===== src/rtl/xoodyak_cmd_sequencer.sv =====
// Host-side command sequencer for a Xoodyak core: accepts one command at a time,
// drives the core opmode/payload, captures the result. Optional watchdog: XOOD_TIMEOUT_EN.
module xoodyak_cmd_sequencer #(
  parameter int DATA_W         = 352,
  parameter int TEXT_W         = 192,
  parameter int TIMEOUT_CYCLES = 64
) (
  input  logic              eph1,
  input  logic              reset,
  input  logic              cmd_valid,
  output logic              cmd_ready,
  input  logic [2:0]        cmd_op,
  input  logic [DATA_W-1:0] cmd_data,
  output logic [4:0]        core_opmode,
  output logic [DATA_W-1:0] core_data,
  input  logic [TEXT_W-1:0] core_textout,
  input  logic              core_finished,
  output logic              rsp_valid,
  input  logic              rsp_ready,
  output logic [TEXT_W-1:0] rsp_data,
  output logic              rsp_err
);

  typedef enum logic [1:0] {S_IDLE, S_ISSUE, S_WAIT, S_RESP} state_t;

  localparam logic [2:0] OP_INIT = 3'd1;

  state_t              state_q, state_d;
  logic                cmd_ready_q, cmd_ready_d;
  logic [4:0]          core_opmode_q, core_opmode_d;
  logic [DATA_W-1:0]   core_data_q, core_data_d;
  logic                rsp_valid_q, rsp_valid_d;
  logic [TEXT_W-1:0]   rsp_data_q, rsp_data_d;
  logic                rsp_err_q, rsp_err_d;
  logic [2:0]          op_q, op_d;
  logic                session_q, session_d;
  logic [2:0]          last_op_q, last_op_d;
`ifdef XOOD_TIMEOUT_EN
  localparam int CNT_W = $clog2(TIMEOUT_CYCLES + 1);
  logic [CNT_W-1:0]    cnt_q, cnt_d;
`endif

  logic handshake, seq_err, cont, text_op;

  assign handshake = cmd_valid & cmd_ready_q;
  assign seq_err   = (cmd_op == 3'd0) || ((cmd_op != OP_INIT) && !session_q);
  // Init always starts a fresh absorb chain, so it never continues.
  assign cont      = session_q && (cmd_op == last_op_q) && (cmd_op != OP_INIT);
  // Only crypt, decrypt and squeeze return core text to the host.
  assign text_op   = (op_q == 3'd4) || (op_q == 3'd5) || (op_q == 3'd6);

  always_comb begin
    // NOTE: every _d defaults to its _q so no path through the case leaves a latch.
    state_d       = state_q;
    cmd_ready_d   = cmd_ready_q;
    core_opmode_d = core_opmode_q;
    core_data_d   = core_data_q;
    rsp_valid_d   = rsp_valid_q;
    rsp_data_d    = rsp_data_q;
    rsp_err_d     = rsp_err_q;
    op_d          = op_q;
    session_d     = session_q;
    last_op_d     = last_op_q;
`ifdef XOOD_TIMEOUT_EN
    cnt_d         = cnt_q;
`endif
    case (state_q)
      S_IDLE: if (handshake) begin
        op_d        = cmd_op;
        cmd_ready_d = 1'b0;
        if (seq_err) begin
          state_d     = S_RESP;
          rsp_valid_d = 1'b1;
          rsp_err_d   = 1'b1;
          rsp_data_d  = '0;
          session_d   = 1'b0;
          last_op_d   = '0;
        end else begin
          state_d       = S_ISSUE;
          core_opmode_d = {cont, 1'b0, cmd_op};
          core_data_d   = cmd_data;
        end
      end
      S_ISSUE, S_WAIT: begin
        if (core_finished) begin
          state_d       = S_RESP;
          rsp_valid_d   = 1'b1;
          rsp_err_d     = 1'b0;
          rsp_data_d    = text_op ? core_textout : '0;
          core_opmode_d = '0;
          core_data_d   = '0;
          last_op_d     = op_q;
          if (op_q == OP_INIT) session_d = 1'b1;
`ifdef XOOD_TIMEOUT_EN
          cnt_d         = '0;
        end else if (cnt_q == CNT_W'(TIMEOUT_CYCLES - 1)) begin
          state_d       = S_RESP;
          rsp_valid_d   = 1'b1;
          rsp_err_d     = 1'b1;
          rsp_data_d    = '0;
          core_opmode_d = '0;
          core_data_d   = '0;
          session_d     = 1'b0;
          last_op_d     = '0;
          cnt_d         = '0;
        end else begin
          cnt_d         = cnt_q + 1'b1;
          state_d       = S_WAIT;
`else
        end else begin
          state_d       = S_WAIT;
`endif
        end
      end
      S_RESP: if (rsp_ready) begin
        state_d     = S_IDLE;
        rsp_valid_d = 1'b0;
        cmd_ready_d = 1'b1;
      end
      default: state_d = S_IDLE;
    endcase
  end

  // NOTE: state flops use non-blocking assignments so all of them update together.
  always_ff @(posedge eph1 or posedge reset) begin
    if (reset) begin
      state_q       <= S_IDLE;
      cmd_ready_q   <= 1'b1;
      core_opmode_q <= '0;
      core_data_q   <= '0;
      rsp_valid_q   <= 1'b0;
      rsp_data_q    <= '0;
      rsp_err_q     <= 1'b0;
      op_q          <= '0;
      session_q     <= 1'b0;
      last_op_q     <= '0;
`ifdef XOOD_TIMEOUT_EN
      cnt_q         <= '0;
`endif
    end else begin
      state_q       <= state_d;
      cmd_ready_q   <= cmd_ready_d;
      core_opmode_q <= core_opmode_d;
      core_data_q   <= core_data_d;
      rsp_valid_q   <= rsp_valid_d;
      rsp_data_q    <= rsp_data_d;
      rsp_err_q     <= rsp_err_d;
      op_q          <= op_d;
      session_q     <= session_d;
      last_op_q     <= last_op_d;
`ifdef XOOD_TIMEOUT_EN
      cnt_q         <= cnt_d;
`endif
    end
  end

  assign cmd_ready   = cmd_ready_q;
  assign core_opmode = core_opmode_q;
  assign core_data   = core_data_q;
  assign rsp_valid   = rsp_valid_q;
  assign rsp_data    = rsp_data_q;
  assign rsp_err     = rsp_err_q;

endmodule


===== config.mk =====
export PLATFORM = sky130hd
export DESIGN_NAME = xoodyak_cmd_sequencer
export DESIGN_NICKNAME = d
export VERILOG_FILES = /design/src/rtl/xoodyak_cmd_sequencer.sv
export SDC_FILE = /design/constraint.sdc
export NUM_CORES = 1
export LEC_CHECK = 0
export CORE_AREA = 4 4 426 428
export DETAILED_ROUTE_END_ITERATION = 16
export DIE_AREA = 0 0 430 432
export PLACE_DENSITY = 0.3
export SLEW_MARGIN = 15
export SYNTH_ARGS = -nofsm -noshare
export SYNTH_HDL_FRONTEND = slang
export SYNTH_SLANG_ARGS = --single-unit

===== constraint.sdc =====
create_clock -name eph1 -period 24.1 [get_ports eph1]
set_clock_uncertainty 0.05 [all_clocks]
set_input_delay 2.41 -clock eph1 [delete_from_list [all_inputs] [get_ports eph1]]
set_output_delay 2.41 -clock eph1 [all_outputs]
set_load 0.05 [all_outputs]

**After elaboration in Yosys (flattened, before gate mapping)**

Cells that the tools add are included.

- Output and inout port bits: 552
- Latch bits: 0
- Bits in read-only memories: 0
- RAM bits: 0
- Input port bits: 552
- Memories: 0
- Flip-flop bits (word level): 561

- Add/subtract/negate cells: 0
- Div/mod/pow operators: 0
- Bitwise operators: 1
- Reduce and logical (&&, ||, !) cells: 19
- $mul: 0
- Shift operators: 0
- Equal/unequal tests: 15
- Order comparisons: 0
- Muxes and demuxes: 37

Operators with widths:

| operator | count |
|---|---|
| 352-bit 2-to-1 mux | 3 |
| 192-bit 2-to-1 mux | 4 |
| 352-bit case mux with 2 select lines | 1 |
| 192-bit case mux with 2 select lines | 1 |
| 5-bit 2-to-1 mux | 3 |
| 1-bit 2-to-1 mux | 12 |
| 2-bit != test (second input constant) | 6 |
| 4-bit AND reduction | 3 |
| 5-bit case mux with 2 select lines | 1 |
| 3-bit equality test (second input constant) | 3 |
| 3-bit 2-to-1 mux | 3 |
| 2-bit 2-to-1 mux | 3 |
| 1-bit case mux with 2 select lines | 3 |
| 2-bit case mux with 3 select lines | 1 |
| 3-bit case mux with 2 select lines | 1 |
| 5-bit AND reduction | 1 |
| 2-bit equality test (second input constant) | 2 |
| 2-bit AND reduction | 2 |
| 2-bit nonzero test | 2 |
| 3-bit by 1-bit equality test with 1-bit output (second input constant) | 1 |
| 3-bit equality test | 1 |
| 1-bit logical AND | 3 |
| 3-bit zero test | 1 |
| 1-bit logical OR | 3 |
| other kinds (8) | 8 |

**Longest topological paths before layout**

- Depth after elaboration: 6
- Gate-level depth with buffers: 10

**Worst setup path before layout**

No wires, ideal clock.

- Kind: input to register
- Start point: in cmd_op[1]
- End point: reg rsp_data_q[100] (netlist: rsp_data[100])
- Stages on the path: 7
- Slack: 20271 ps
- Path buffers: 3
- Required time: 23983 ps
- Setup time: 67 ps
- Arrival: 3712 ps
- Cell sequence: or3b_1 > a32oi_2 > or2_1 > buf_4 > buf_6 > buf_6 > a22o_1

- Longest elaborated chain between the ends: 5

Ends and longest elaborated chain:

| what | RTL line | RTL |
|---|---|---|
| start, declared | 12 | `input logic [2:0] cmd_op,` |
| 3-bit by 1-bit != test with 1-bit output | 46 | `assign seq_err = (cmd_op == 3'd0) \|\| ((cmd_op != OP_INIT) && !session_q);` |
| 1-bit logical AND | 46 |  |
| 1-bit logical OR * | 46 |  |
| 2-bit != test (no source line) * | - |  |
| 4-bit AND reduction (no source line) * | - |  |
| end signal, assigned | 146 | `rsp_data_q <= rsp_data_d;` |
| end, declared | 33 | `logic [TEXT_W-1:0] rsp_data_q, rsp_data_d;` |

Mark *: on every way between the ends. The rest lies on a longest branch, timed or not.
A chain may end at the register's enable or synchronous reset.

**Final worst setup path**

- Start point: in cmd_op[0]
- End point: reg core_data_q[107] (netlist: core_data[107])

- Longest elaborated chain between the ends: 5

Ends and longest elaborated chain:

| what | RTL line | RTL |
|---|---|---|
| 3-bit by 1-bit != test with 1-bit output | 46 |  |
| 1-bit logical AND | 46 |  |
| 1-bit logical OR * | 46 |  |
| 2-bit != test (no source line) * | - |  |
| 4-bit AND reduction (no source line) * | - |  |
| end signal, assigned | 144 | `core_data_q <= core_data_d;` |
| end, declared | 31 | `logic [DATA_W-1:0] core_data_q, core_data_d;` |

Marks and branches as above.

==> out/results.ini <==
[floorplanning]
start_util = 0.112
num_rows = 155
coreArea_mm2 = 0.178
die_w_um = 430
dieArea_mm2 = 0.186
io_pins = 1104
die_h_um = 432

[pwr]
p_comb_frac = 0.510
p_leak_nw = 15.2
clkPwrFrac = 0.215
powerDensity_mw_per_mm2 = 152
p_sw_mw = 2.60
swShare = 0.475
internal_power_mw = 2.87
p_seq_frac = 0.275
peakVddDrop_mv = 0.0664

[timing]
max_slew_margin = 0.295
fin_crit_ps = 6700
rsz0062_at_grt = false
holdWs_ps = 449
worstMarginPinSlew_ps = 1060
drv_slew = 0
hold_violations = 0
max_freq_ghz = 0.149
min_period_over_period = 0.278
finalSetupViolations = 0
setup_tns_ps = 0

[logic_synthesis]
synthMuxAreaShare = 0.00326
synth_fp_nets = 1843
synth_fa_ha_area_frac = 0.00126
synth_edf_count = 0
synth-simple-area-share = 0.00508
synth_xor_area_frac = 0.000879
ys_ff_latch = 560
synth_async_sr_flop_share = 1.00
syn-cell-area_mm2 = 0.0199
synth-compound-area-share = 0.248
synth_top_family_by_area = compound AO/OA/AOI/OAI gates
ys_warn_count = 0
synthFlopType = dfrtp_1
ys_seq_area_frac = 0.703
netlist_instances = 1289
avgSynthCellArea_um2 = 15.5
synth_cell_types = 34

[global_route]
grt_max_degree = 139
track_usage = 0.117
grt_pass1_vias = 17900
antenna_found_initial = 14
grt_overflow = 0
grt_pass1_wl_um = 155000

[clock_tree]
cts_root_buf = clkbuf_16
post_cts_buffers = 0
cts_buffer_depth = 3
cts_inserted_buffers = 77
cts_hold_buf = 0
worstSkewPairLatency_ps = 670
htreeDepth = 3
cts_tree = done
cts_resized = 0
cts_sinks = 560
path_clk_slew_ps = 50

[flow_run]
maxCapViolations = 0

[setup_path]
cp-end-kind = flop
worstPathArrival_ps = 7240
path_class = input port to flop
cp-start-kind = input port
worstPathRequired_ps = 24640
crit_fanout = 82
regToRegSetupSlack_ps = 19020

[detailed_routing]
drt_iter0_drc = 938
wl_um = 114000
final_antenna_net_count = 0
wl_per_cell_um = 23.8
via_per_inst = 3.45
drtPass1Iterations = 5
drcViolationCount = 0
vias = 16500

[cells_and_area]
final_util = 0.202
drive_gt1_frac = 0.0659
nets = 2919
final_area_mm2 = 0.0360
area_growth_pct = 80.6

[placement]
placed_cell_area_mm2 = 0.0334
port_buffers = 1102
dpl.hpwl_um = 86400
gp_congestion = 0.890

[hold_path]
hold_path_class = flop to flop

[status]
status = finished clean

[logic make-up after synthesis]
group                      after synthesis
buffers and inverters                  133
AOI/OAI and AO/OA                      566
muxes                                    6
DFF                                    560
and+or+nand+nor                         19
xor gates and xnor gates                 2
adders and majority gates                2
other                                    1
[cells in the final DEF (no fill, tap or decap), drive strengths merged]
| master | count |
|---|---|
| a211oi | 2 |
| a21o | 1 |
| a21oi | 5 |
| a22o | 550 |
| a32o | 1 |
| a32oi | 2 |
| and3 | 2 |
| buf | 19 |
| bufinv | 3 |
| clkbuf | 115 |
| clkdlybuf4s50 | 1102 |
| clkinv | 19 |
| clkinvlp | 1 |
| conb | 1 |
| dfrtp | 559 |
| dfstp | 1 |
| diode | 7 |
| ha | 2 |
| inv | 12 |
| mux2 | 4 |
| mux2i | 2 |
| nand2 | 6 |
| nand3 | 2 |
| nand4 | 1 |
| nor2 | 1 |
| nor2b | 2 |
| nor3 | 2 |
| o2111ai | 1 |
| o21ai | 4 |
| or2 | 1 |
| or3b | 2 |
| xnor2 | 1 |
| xor2 | 1 |
[layout make-up]
type	instances	area, µm²
well taps	2355	2950
clock inverters	26	234
inverters	9	41.3
flip-flops and latches	560	14000
repair buffers	1121	11200
fillers	19100	142000
diodes	7	17.5
clock buffers	115	2360
multi-input cells	596	5180
[worst paths after layout]
path | from | end | depth (start not counted)
max | cmd_op[0] | core_data[107]$_DFFE_PP0P_ | 8
min | core_data[331]$_DFFE_PP0P_ | core_data[331]$_DFFE_PP0P_ | 1
max reg2reg | state_q[1]$_DFFE_PP0P_ | core_data[107]$_DFFE_PP0P_ | 10
min reg2reg | core_data[331]$_DFFE_PP0P_ | core_data[331]$_DFFE_PP0P_ | 1
max in group asynchronous | reset | rsp_data[0]$_DFFE_PP0P_ | 4
min in group asynchronous | reset | core_data[212]$_DFFE_PP0P_ | 2
[sequential cells by signal (all words and copies together), names as in the netlist]
register and cells:
core_opmode 4, session_q 1, last_op_q 3, rsp_err 1, state_q 2, cmd_ready 1, core_data 352, rsp_valid 1
rsp_data 192, op_q 3
[cell usage after synthesis (all sizes together), types with 4 or more instances]
| cell | count | area (µm²) |
|---|---|---|
| a21oi | 5 | 25.0 |
| buf | 119 | 719 |
| nand2 | 6 | 22.5 |
| clkbuf | 5 | 18.8 |
| a22o | 550 | 4820 |
| inv | 9 | 33.8 |
| mux2 | 4 | 45.0 |
| o21ai | 4 | 20.0 |
| dfrtp | 559 | 14000 |
[power by group through the flow]
stage               clock [mW]  sequential [mW]  combinational, mW
floorplan                    0             2.62              0.613
global placement             0             1.51               2.83
detailed placement           0             1.51               2.83
CTS                       1.23             1.50               2.83
global route              1.26             1.54               2.90
finish                    1.18             1.50               2.79
[per-stage QoR]
| stage | power, mW | setup slack, ps | std cells |
|---|---|---|---|
| after global placement | 4.34 | 16700 | 4641 |
| after global routing | 5.70 | 17150 | 4786 |
| after floorplan | 3.23 | 5980 | 1289 |
| final | 5.47 | 17400 | 4789 |
| after CTS | 5.57 | 17430 | 4782 |
| after detailed placement | 4.34 | 16660 | 4641 |
[metal layers]
layer  track usage  share of wire  up-vias
met1         0.131           0.38     8631
met5             0        0.00037        -
met4        0.0253          0.017        6
li1              -              -     7177
met2         0.208           0.52      616
met3        0.0491          0.086      109
[worst max-delay path, stage by stage]
cell and delay [ps]:
clkdlybuf4s50_1 580, or3b_1 460, nand2_1 190, and3_4 660, buf_4 810, buf_4 840, buf_4 850, a22o_1 250
No activity file was read; power rests on OpenSTA's default activity.
